===== config.mk =====
export PLATFORM = sky130hd
export DESIGN_NAME = l2_port_arbiter
export DESIGN_NICKNAME = d
export VERILOG_FILES = /design/src/rtl/l2_port_arbiter.sv
export SDC_FILE = /design/constraint.sdc
export NUM_CORES = 1
export LEC_CHECK = 0
export CAP_MARGIN = 10
export CORE_AREA = 2 2 323 325
export DETAILED_ROUTE_END_ITERATION = 16
export DIE_AREA = 0 0 325 327
export PLACE_DENSITY_LB_ADDON = 0.05
export SYNTH_ARGS = -nofsm -noshare
export SYNTH_HDL_FRONTEND = slang
export SYNTH_SLANG_ARGS = --single-unit

===== constraint.sdc =====
create_clock -name clk -period 46.9 [get_ports clk]
set_input_delay 9.38 -clock clk [delete_from_list [all_inputs] [get_ports clk]]
set_output_delay 9.38 -clock clk [all_outputs]
set_load 0.02 [all_outputs]

===== src/rtl/l2_port_arbiter.sv =====
// Round-robin arbiter that shares the single L1->L2 request port between two L1 masters.
// Each master owns a one-deep request slot. Buffered requests go to L2 one at a time, and each
// completion is routed back to the master that issued it.
module l2_port_arbiter #(
  parameter int unsigned ADDR_WIDTH    = 11,
  parameter int unsigned DATA_WIDTH    = 8,
  parameter int unsigned L1_BLOCK_SIZE = 16,
  localparam int unsigned BW           = L1_BLOCK_SIZE * DATA_WIDTH
) (
  input  logic                  clk,
  input  logic                  rst,
  input  logic [ADDR_WIDTH-1:0] m0_addr,
  input  logic                  m0_read,
  input  logic                  m0_write,
  input  logic [BW-1:0]         m0_wdata,
  output logic [BW-1:0]         m0_rdata,
  output logic                  m0_ready,
  output logic                  m0_hit,
  input  logic [ADDR_WIDTH-1:0] m1_addr,
  input  logic                  m1_read,
  input  logic                  m1_write,
  input  logic [BW-1:0]         m1_wdata,
  output logic [BW-1:0]         m1_rdata,
  output logic                  m1_ready,
  output logic                  m1_hit,
  output logic [ADDR_WIDTH-1:0] l2_addr,
  output logic                  l2_read,
  output logic                  l2_write,
  output logic [BW-1:0]         l2_wdata,
  input  logic [BW-1:0]         l2_rdata,
  input  logic                  l2_ready,
  input  logic                  l2_hit,
  output logic                  busy,
  output logic                  owner
);

  typedef enum logic [1:0] {StIdle, StIssue, StWait} state_e;

  state_e                state_q, state_d;
  logic [1:0]            pend_q, pend_d;
  logic                  last_q, last_d;
  logic [ADDR_WIDTH-1:0] slot_addr_q [2];
  logic [ADDR_WIDTH-1:0] slot_addr_d [2];
  logic [BW-1:0]         slot_wdata_q [2];
  logic [BW-1:0]         slot_wdata_d [2];
  logic [1:0]            slot_wr_q, slot_wr_d;
  logic                  owner_q, owner_d;
  logic [ADDR_WIDTH-1:0] l2_addr_q, l2_addr_d;
  logic [BW-1:0]         l2_wdata_q, l2_wdata_d;
  logic                  l2_read_q, l2_read_d;
  logic                  l2_write_q, l2_write_d;
  logic                  busy_q, busy_d;
  logic [BW-1:0]         rdata_q [2];
  logic [BW-1:0]         rdata_d [2];
  logic [1:0]            ready_q, ready_d;
  logic [1:0]            hit_q, hit_d;

  logic [ADDR_WIDTH-1:0] req_addr [2];
  logic [BW-1:0]         req_wdata [2];
  logic [1:0]            req_any, req_wr;
  logic                  sel;

  assign req_addr[0]  = m0_addr;
  assign req_addr[1]  = m1_addr;
  assign req_wdata[0] = m0_wdata;
  assign req_wdata[1] = m1_wdata;
  assign req_any      = {m1_read | m1_write, m0_read | m0_write};
  // Read and write together is treated as a write.
  assign req_wr       = {m1_write, m0_write};

  // Next state: slot capture, arbitration, strobe generation and completion routing.
  always_comb begin
    state_d      = state_q;
    pend_d       = pend_q;
    last_d       = last_q;
    slot_addr_d  = slot_addr_q;
    slot_wdata_d = slot_wdata_q;
    slot_wr_d    = slot_wr_q;
    owner_d      = owner_q;
    l2_addr_d    = l2_addr_q;
    l2_wdata_d   = l2_wdata_q;
    l2_read_d    = 1'b0;
    l2_write_d   = 1'b0;
    busy_d       = busy_q;
    rdata_d      = rdata_q;
    ready_d      = 2'b00;
    hit_d        = hit_q;
    sel          = 1'b0;

    // A full slot ignores new requests, including on the edge that empties it.
    for (int n = 0; n < 2; n++) begin
      if (req_any[n] && !pend_q[n]) begin
        slot_addr_d[n]  = req_addr[n];
        slot_wdata_d[n] = req_wdata[n];
        slot_wr_d[n]    = req_wr[n];
        pend_d[n]       = 1'b1;
      end
    end

    unique case (state_q)
      StIdle: begin
        if (|pend_q) begin
          sel        = (pend_q == 2'b11) ? ~last_q : pend_q[1];
          owner_d    = sel;
          l2_addr_d  = slot_addr_q[sel];
          l2_wdata_d = slot_wdata_q[sel];
          l2_write_d = slot_wr_q[sel];
          l2_read_d  = ~slot_wr_q[sel];
          busy_d     = 1'b1;
          state_d    = StIssue;
        end
      end
      StIssue, StWait: begin
        if (l2_ready) begin
          if (!slot_wr_q[owner_q]) rdata_d[owner_q] = l2_rdata;
          hit_d[owner_q]   = l2_hit;
          ready_d[owner_q] = 1'b1;
          pend_d[owner_q]  = 1'b0;
          last_d           = owner_q;
          busy_d           = 1'b0;
          state_d          = StIdle;
        end else begin
          state_d = StWait;
        end
      end
      default: state_d = StIdle;
    endcase
  end

  // State and registered outputs; reset abandons any transaction in flight.
  always_ff @(posedge clk or posedge rst) begin
    if (rst) begin
      state_q         <= StIdle;
      pend_q          <= 2'b00;
      last_q          <= 1'b1;
      slot_addr_q[0]  <= '0;
      slot_addr_q[1]  <= '0;
      slot_wdata_q[0] <= '0;
      slot_wdata_q[1] <= '0;
      slot_wr_q       <= 2'b00;
      owner_q         <= 1'b0;
      l2_addr_q       <= '0;
      l2_wdata_q      <= '0;
      l2_read_q       <= 1'b0;
      l2_write_q      <= 1'b0;
      busy_q          <= 1'b0;
      rdata_q[0]      <= '0;
      rdata_q[1]      <= '0;
      ready_q         <= 2'b00;
      hit_q           <= 2'b00;
    end else begin
      state_q      <= state_d;
      pend_q       <= pend_d;
      last_q       <= last_d;
      slot_addr_q  <= slot_addr_d;
      slot_wdata_q <= slot_wdata_d;
      slot_wr_q    <= slot_wr_d;
      owner_q      <= owner_d;
      l2_addr_q    <= l2_addr_d;
      l2_wdata_q   <= l2_wdata_d;
      l2_read_q    <= l2_read_d;
      l2_write_q   <= l2_write_d;
      busy_q       <= busy_d;
      rdata_q      <= rdata_d;
      ready_q      <= ready_d;
      hit_q        <= hit_d;
    end
  end

  assign m0_rdata = rdata_q[0];
  assign m1_rdata = rdata_q[1];
  assign m0_ready = ready_q[0];
  assign m1_ready = ready_q[1];
  assign m0_hit   = hit_q[0];
  assign m1_hit   = hit_q[1];
  assign l2_addr  = l2_addr_q;
  assign l2_wdata = l2_wdata_q;
  assign l2_read  = l2_read_q;
  assign l2_write = l2_write_q;
  assign busy     = busy_q;
  assign owner    = owner_q;

endmodule

==> results.json, run 1 <==
{
  "status": "finished clean",
  "synthMuxAreaShare_pct": 23.77,
  "path_class": "in -> async",
  "synth-simple-area-share_pct": 4.207,
  "clockBufferDepth": 3,
  "max_slew_margin_pct": 26.47,
  "synth_top_area_share_pct": 63.46,
  "worstMarginPinSlew_ns": 1.103,
  "io_buffers": 816,
  "worstSetupEndpoint": "slot_addr_q[18]",
  "synth.distinct_cells": 29,
  "antenna_found_initial": 60,
  "hold_slack_ns": 0.5026,
  "ys_seq_area_share_pct": 63.55,
  "finalMaxSlewViolations": 0,
  "crit_fanout": 126,
  "cts_root_buf": "clkbuf_16",
  "synth_compound_area_share_pct": 5.450,
  "cts.reportedPaths.clkPinSlew_ns": 0.05,
  "rsz0062_at_grt": "no",
  "crit_path_start": "rst",
  "cts_tree": "yes",
  "drtIter0Drc": 766,
  "clk_latency_ns": 0.64,
  "fill_cells": 9969,
  "rr_worst_depth": 7,
  "synthAdderAreaFrac_pct": 0.04618,
  "core_area_um2": 102900,
  "synth-seq-cells": 688,
  "layout-drive-gt1-share_pct": 25.04,
  "ys_async_sr_fraction_pct": 100.0,
  "numClockSinks": 688,
  "viasPerCell": 4.428,
  "area_growth_syn_to_layout_pct": 44.82,
  "first_pass_iters": 5,
  "ys.flop_type": "dfrtp_1",
  "powerDensity_nw_per_um2": 81.02,
  "synth_area_um2": 27090,
  "synth_xor_area_share_pct": 0,
  "start_kind": "input pin",
  "post_cts_resize_count": 0,
  "irDropWorstVdd_mv": 0.05165,
  "cts_setup_buffers": 0,
  "fin_skew_ns": 0.01875,
  "grt_usage_pct": 18.30,
  "yosys.area.top_type": "dfrtp_1",
  "cp-end-kind": "asynchronous set/reset pin",
  "die_y_um": 327,
  "htree_levels": 3,
  "fin_crit_ns": 13.22,
  "syn_area_per_cell_um2": 13.97,
  "cts_hold_repair.buffers": 0,
  "max_freq_mhz": 75.67,
  "detail_route.wl_per_cell_um": 23.65,
  "synth_edf_count": 0,
  "ys_warn_count": 0,
  "io_pins": 817,
  "synthCells": 1939,
  "r2r_start": "state_q[0]",
  "hold_viol": 0,
  "worstHoldPathType": "reg -> reg",
  "setup_viol": 0,
  "maxCapViolations": 0,
  "die-area_um2": 106300,
  "synth_top_family_by_area": "multiplexers",
  "row_count": 118,
  "fp.dieW_um": 325,
  "regToRegSetupSlack_ns": 43.01,
  "grt.overflow.total": 0,
  "initial_utilization_pct": 26.33,
  "num_vias": 18660,
  "synth_nets": 2354,
  "reg2reg_to": "m1_rdata[12]",
  "crit_required_ns": 47.54,
  "grt_pass1_wl_um": 142700,
  "routabilityCongestion": 0.7853,
  "grt_start_max_net_pins": 141,
  "period_share_pct": 28.18,
  "cp_data_arrival_time_ns": 13.86,
  "drtAntennaViolNets": 0,
  "final_nets": 3156,
  "drc": 0,
  "numCtsBuffers": 81,
  "synth.top_cells.by_area": "dfrtp_1 63%, mux2_2 18%, mux2_4 5.7%",
  "drt_wl_total_um": 99650,
  "hpwl_um": 69430,
  "setup-tns-final_ns": 0,
  "grt_pass1_vias": 19760,
  "leakagePower_nw": 16.57
}
[logic make-up (layout without fill, tap and decap cells)]
group,after synthesis,in the layout
AO/OA/AOI/OAI,289,289
adder cells (fa/ha/maj),1,1
buffers and inverters,127,992
flip-flops,688,688
multiplexers,538,538
other,0,30
AND/OR/NAND/NOR,296,296
[registers in the layout, indices dropped and copies added, names as in the netlist, 2 cells and up]
signal,count
slot_addr_q,22
ready_q,2
hit_q,2
m0_rdata,128
slot_wr_q,2
slot_wdata_q,256
m1_rdata,128
l2_wdata,128
state_q,2
l2_addr,11
pend_q,2
[worst max-delay path, cell delays in order]
cell and delay (ns):
clkdlybuf4s50_1 0.49, inv_8 0.60, buf_4 0.66, buf_4 0.75
buf_4 0.85, buf_4 0.83
[where the power goes]
group	internal [mW]	total (mW)	switching (mW)
clock network	0.381	0.637	0.255
registers	0.907	1.07	0.164
logic	0.705	1.47	0.766
[layout by cell type (no fill, tap or decap)]
cell type	instances
inv_6	3
ha_1	1
buf_4	24
or2_4	1
a21boi_4	1
dfrtp_1	687
inv_1	4
and3_1	1
clkdlybuf4s50_1	816
o21bai_4	2
nand2_1	145
clkbuf_1	19
diode_2	30
clkbuf_8	25
o21ai_0	1
nor2_4	1
nor2_1	142
dfstp_2	1
o21ai_4	1
or3b_2	1
clkinv_2	12
nand3b_1	2
o2bb2ai_1	1
a21bo_4	1
mux2_4	102
o21a_4	1
bufinv_16	2
a22o_1	1
mux2_2	436
a21oi_1	279
clkbuf_16	85
o31a_1	1
buf_12	1
inv_8	1
nor3_1	2
nand3_2	1
[layout make-up]
class | instances | area (um^2) | share of cell area, %
inverters | 5 | 26.28 | 0.06697
repair buffers | 841 | 8368 | 21.33
clock inverters | 17 | 146.4 | 0.3731
well taps | 1380 | 1727 | 4.401
multi-input cells | 1124 | 9133 | 23.28
diodes | 30 | 75.07 | 0.1913
flip-flops and latches | 688 | 17220 | 43.88
clock buffers | 129 | 2542 | 6.480
[cell usage after synthesis (2+ instances only)]
cell	n
buf_4	22
dfrtp_1	687
buf_2	51
o21bai_1	2
nand2_1	145
nor3_1	2
a21oi_1	279
buf_6	24
nand3b_1	2
nor2_1	143
mux2_4	102
clkbuf_1	24
mux2_2	436
inv_1	5
[per-layer routing]
metal / wire [um] / track usage, %
met5: 398 / 0
met4: 2958 / 7.770
met3: 9790 / 8.908
met2: 49840 / 30.78
met1: 36670 / 19.56
[worst min-delay path by stage]
stage / start / endpoint / cells past startpoint
final: slot_addr_q[17] / slot_addr_q[17] / 1
after CTS: slot_wdata_q[157] / l2_wdata[29] / 2
after global routing: m1_rdata[66] / m1_rdata[66] / 1
after floorplan: last_q / last_q / 2
after detailed placement: m1_rdata[68] / m1_rdata[68] / 1
after global placement: slot_wdata_q[221] / slot_wdata_q[221] / 1
[stage by stage]
step / worst slack, ns / total power [mW] / cells / util (%) / instance area, um^2
final: 33.68 / 3.179 / 4214 / 38.13 / 39240
after global placement: 32.89 / 2.554 / 4038 / 35.44 / 36470
after CTS: 33.50 / 3.240 / 4184 / 38.05 / 39160
after detailed placement: 32.78 / 2.583 / 4038 / 35.44 / 36470
after global routing: 32.99 / 3.367 / 4209 / 38.11 / 39220
after floorplan: 18.23 / 1.912 / 1939 / - / 27090
No activity file was read; power rests on OpenSTA's default activity.
==> run 2: changes to the inputs <==
- CORE_AREA: 2 2 323 325 -> 2 2 317 319
- DIE_AREA: 0 0 325 327 -> 0 0 319 321
- clock period: 46.9 -> 13.8 ns (I/O delays scaled with it)
==> results.json, run 2 (synthesis results as in run 1) <==
{
  "worstMarginPinSlew_ns": 1.153,
  "initial_utilization_pct": 27.29,
  "layout-drive-gt1-share_pct": 24.92,
  "clockBufferDepth": 3,
  "max_freq_mhz": 172.7,
  "grt_start_max_net_pins": 174,
  "powerDensity_nw_per_um2": 277.0,
  "period_share_pct": 41.95,
  "worstHoldPathType": "reg -> reg",
  "crit_path_start": "m0_write",
  "fin_crit_ns": 5.789,
  "cts_root_buf": "clkbuf_16",
  "crit_required_ns": 14.32,
  "maxCapViolations": 0,
  "core_area_um2": 99280,
  "min_from": "m1_rdata[119]",
  "fill_cells": 9490,
  "num_vias": 18550,
  "area_growth_syn_to_layout_pct": 44.48,
  "mostFrequentLayoutCells": "816 x clkdlybuf4s50_1, 687 x dfrtp_1, 436 x mux2_2",
  "detail_route.wl_per_cell_um": 24.10,
  "io_buffers": 816,
  "antenna_found_initial": 38,
  "irDropWorstVdd_mv": 0.1830,
  "numClockSinks": 688,
  "final_common_cell": "clkdlybuf4s50_1",
  "row_count": 116,
  "crit_fanout": 69,
  "hold_depth": 1,
  "setup-tns-final_ns": 0,
  "viasPerCell": 4.514,
  "drtAntennaViolNets": 0,
  "htree_levels": 3,
  "cts_setup_buffers": 0,
  "regMostFlops": "slot_wdata_q",
  "post_cts_resize_count": 0,
  "cts_tree": "yes",
  "cts.reportedPaths.clkPinSlew_ns": 0.06,
  "hpwl_um": 68980,
  "leakagePower_nw": 16.58,
  "setup_viol": 0,
  "rsz0062_at_grt": "no",
  "status": "finished clean",
  "dp_slack_ns": 7.248,
  "cp_data_arrival_time_ns": 6.31,
  "numCtsBuffers": 82,
  "max_slew_margin_pct": 23.16,
  "drtIter0Drc": 854,
  "grt_pass1_wl_um": 142700,
  "final_nets": 3154,
  "layout_setup_ws_ns": 8.011,
  "die_y_um": 321,
  "fp.dieW_um": 319,
  "r2r_start": "state_q[0]",
  "hold_viol": 0,
  "die-area_um2": 102400,
  "io_pins": 817,
  "drc": 0,
  "rr_worst_depth": 7,
  "finalMaxSlewViolations": 0,
  "grt_pass1_vias": 19860,
  "cts_hold_repair.buffers": 0,
  "largest_register_ffs": 256,
  "drt_wl_total_um": 99050,
  "fin_skew_ns": 0.01510,
  "start_kind": "input pin",
  "cp-end-kind": "flop",
  "routabilityCongestion": 0.7939,
  "grt.overflow.total": 0,
  "clk_latency_ns": 0.64,
  "path_class": "in -> reg",
  "first_pass_iters": 5,
  "grt_usage_pct": 18.92
}
-- run 2: changes by cell type in the layout (fill, tap and decap cells not counted), sizes merged --
cell	delta
diode	-15
clkinv	-1
clkinvlp	+2
inv	-3
buf	-3
bufinv	+3
clkbuf	-5
-- run 2: path summary, 6_finish.rpt --
| path | end | slack, ns |
|---|---|---|
| hold / removal | m1_rdata[119] | 0.50 |
| setup / recovery | slot_wdata_q[203] | 8.01 |
| setup reg to reg | m1_rdata[14] | 10.04 |
| max in group asynchronous | m0_rdata[60] | 8.73 |
| min in group asynchronous | m0_rdata[118] | 2.66 |
| hold reg to reg | m1_rdata[119] | 0.50 |
-- run 2: layout make-up --
type | count | area [um^2] | area share [%]
Clock inverter | 18 | 221.5 | 0.5658
Timing Repair Buffer | 838 | 8371 | 21.38
Multi-Input combinational cell | 1124 | 9133 | 23.33
Sequential cell | 688 | 17220 | 43.99
Tap cell | 1298 | 1624 | 4.149
Antenna cell | 15 | 37.54 | 0.09590
Inverter | 5 | 22.52 | 0.05754
Clock buffer | 124 | 2516 | 6.428
-- run 2: layer usage --
| layer | global-route usage (%) | wire (um) | vias to the layer above |
|---|---|---|---|
| met3 | 7.701 | 8640 | 152 |
| met5 | 0 | 239 | - |
| li1 | - | - | 8317 |
| met2 | 32.95 | 50330 | 559 |
| met1 | 20.90 | 37500 | 9486 |
| met4 | 6.321 | 2337 | 38 |
-- run 2: critical path, stage by stage --
cell	delay (ns)
clkdlybuf4s50_1	0.47
o21bai_4	0.79
buf_4	0.96
buf_4	0.76
mux2_2	0.42
-- run 2: per-stage QoR --
step	area [um^2]	total power, mW	util [%]	hold WS, ns	instances
6_report	39140	10.84	39.43	0.5003	4110
3_5_place_dp	36370	8.764	36.63	0.4913	3953
3_3_place_gp	36370	8.672	36.63	0.4868	3953
5_1_grt	39130	11.50	39.41	0.5112	4103
4_1_cts	39110	11.06	39.39	0.5040	4095
2_1_floorplan	27100	6.500	-	0.4542	1939
-- run 2: report_power, final --
| part | switching, mW | total, mW | leakage [nW] | internal (mW) |
|---|---|---|---|---|
| clock network | 0.871 | 2.21 | 1.35 | 1.34 |
| registers | 0.562 | 3.65 | 8.10 | 3.08 |
| logic | 2.59 | 4.98 | 7.12 | 2.39 |
==> run 3: changes to the inputs <==
- CORE_AREA: 2 2 317 319 -> 2 2 321 323
- DIE_AREA: 0 0 319 321 -> 0 0 323 325
- clock period: 13.8 -> 4.87 ns (I/O delays scaled with it)
==> results.json, run 3 (synthesis results as in run 1) <==
{
  "grt.overflow.total": 0,
  "io_buffers": 816,
  "clk_latency_ns": 0.65,
  "cts.reportedPaths.clkPinSlew_ns": 0.06,
  "cp-end-kind": "output pin",
  "worstHoldPathType": "reg -> reg",
  "final_common_cell": "clkdlybuf4s50_1",
  "cp_slowest_stage_delay_ns": 0.81,
  "max_freq_mhz": 361.5,
  "fp.dieW_um": 323,
  "maxCapViolations": 0,
  "worstMarginPinSlew_ns": 1.126,
  "core_area_um2": 101300,
  "cp_slowest_cell": "clkdlybuf4s50_1",
  "die_y_um": 325,
  "final_area_um2": 39620,
  "grt_pass1_vias": 20210,
  "fin_skew_ns": 0.02289,
  "path_class": "reg -> out",
  "cpLargestDelayFamily": "buffers and inverters",
  "drt_wl_total_um": 98960,
  "irDropWorstVdd_mv": 0.5984,
  "row_count": 117,
  "initial_utilization_pct": 26.74,
  "period_share_pct": 56.80,
  "hold_viol": 0,
  "status": "finished clean",
  "first_pass_iters": 4,
  "setup_viol": 0,
  "cts_setup_buffers": 0,
  "detail_route.wl_per_cell_um": 23.46,
  "rsz0062_at_grt": "no",
  "crit_required_ns": 3.90,
  "powerDensity_nw_per_um2": 779.8,
  "leakagePower_nw": 16.75,
  "area_growth_syn_to_layout_pct": 46.24,
  "layout-drive-gt1-share_pct": 25.49,
  "routabilityCongestion": 0.7830,
  "grt_usage_pct": 18.62,
  "start_kind": "flop",
  "antenna_found_initial": 53,
  "numClockSinks": 688,
  "path_buf_inv": 1,
  "hpwl_um": 69700,
  "cp_data_arrival_time_ns": 1.79,
  "cp_cell_sequence": "clkdlybuf4s50_1",
  "grt_start_max_net_pins": 134,
  "io_pins": 817,
  "placed_cell_area_um2": 36760,
  "htree_levels": 3,
  "dp_slack_ns": 1.667,
  "drtIter0Drc": 743,
  "grt_pass1_wl_um": 143700,
  "fin_crit_ns": 2.766,
  "num_vias": 18530,
  "max_slew_margin_pct": 24.92,
  "die-area_um2": 105000,
  "crit_fanout": 2,
  "numCtsBuffers": 84,
  "cts_hold_repair.buffers": 0,
  "regMostFlops": "slot_wdata_q",
  "viasPerCell": 4.392,
  "post_cts_resize_count": 0,
  "finalMaxSlewViolations": 0,
  "mostFrequentLayoutCells": "816 x clkdlybuf4s50_1, 687 x dfrtp_1, 436 x mux2_2",
  "drtAntennaViolNets": 0,
  "final_nets": 3172,
  "clockBufferDepth": 3,
  "fin_util_pct": 39.11,
  "layout_setup_ws_ns": 2.104,
  "drc": 0,
  "cts_root_buf": "clkbuf_16",
  "largest_register_ffs": 256,
  "cts_tree": "yes"
}
-- run 3: metrics by stage --
step / hold WS, ns / total power [mW] / std cells / TNS [ns]
floorplan: 0.4542 / 18.42 / 1939 / -3793.24
CTS: 0.5063 / 31.51 / 4193 / 0
finish: 0.5037 / 30.89 / 4219 / 0
global route: 0.5099 / 32.84 / 4210 / 0
detailed placement: 0.4916 / 24.98 / 4039 / 0
global placement: 0.4862 / 24.69 / 4039 / 0
-- run 3: power breakdown --
part           switching, mW  internal [mW]  total, mW
clock network           2.53           3.80       6.33
registers               1.57           8.74       10.3
logic                   7.36           6.89       14.3
-- run 3: routing by layer --
layer	track usage [%]	wire length, um	vias to the layer above
li1	-	-	8377
met1	19.91	36080	9351
met2	31.91	50080	570
met3	8.424	9486	182
met4	7.159	2971	50
met5	0	343	-
-- run 3: final timing paths --
check                                  start           endpoint  slack, ns  cells after the start
min                        slot_wdata_q[168]  slot_wdata_q[168]       0.50                      1
max                             l2_wdata[16]       l2_wdata[16]       2.10                      1
min in group asynchronous                rst   slot_wdata_q[27]       0.73                      2
max reg2reg                       state_q[0]       l2_wdata[16]       2.43                      6
max in group asynchronous                rst   slot_wdata_q[33]       2.95                      3
min reg2reg                slot_wdata_q[168]  slot_wdata_q[168]       0.50                      1
-- run 3: layout make-up --
class / instances / area [um^2]
inverter: 5 / 22.52
timing repair buffer: 854 / 8678
clock buffer: 128 / 2499
clock inverter: 26 / 294.0
fill: 9726 / 61680
antenna: 26 / 65.06
sequential: 688 / 17220
multi-input combinational: 1124 / 9133
tap: 1368 / 1712
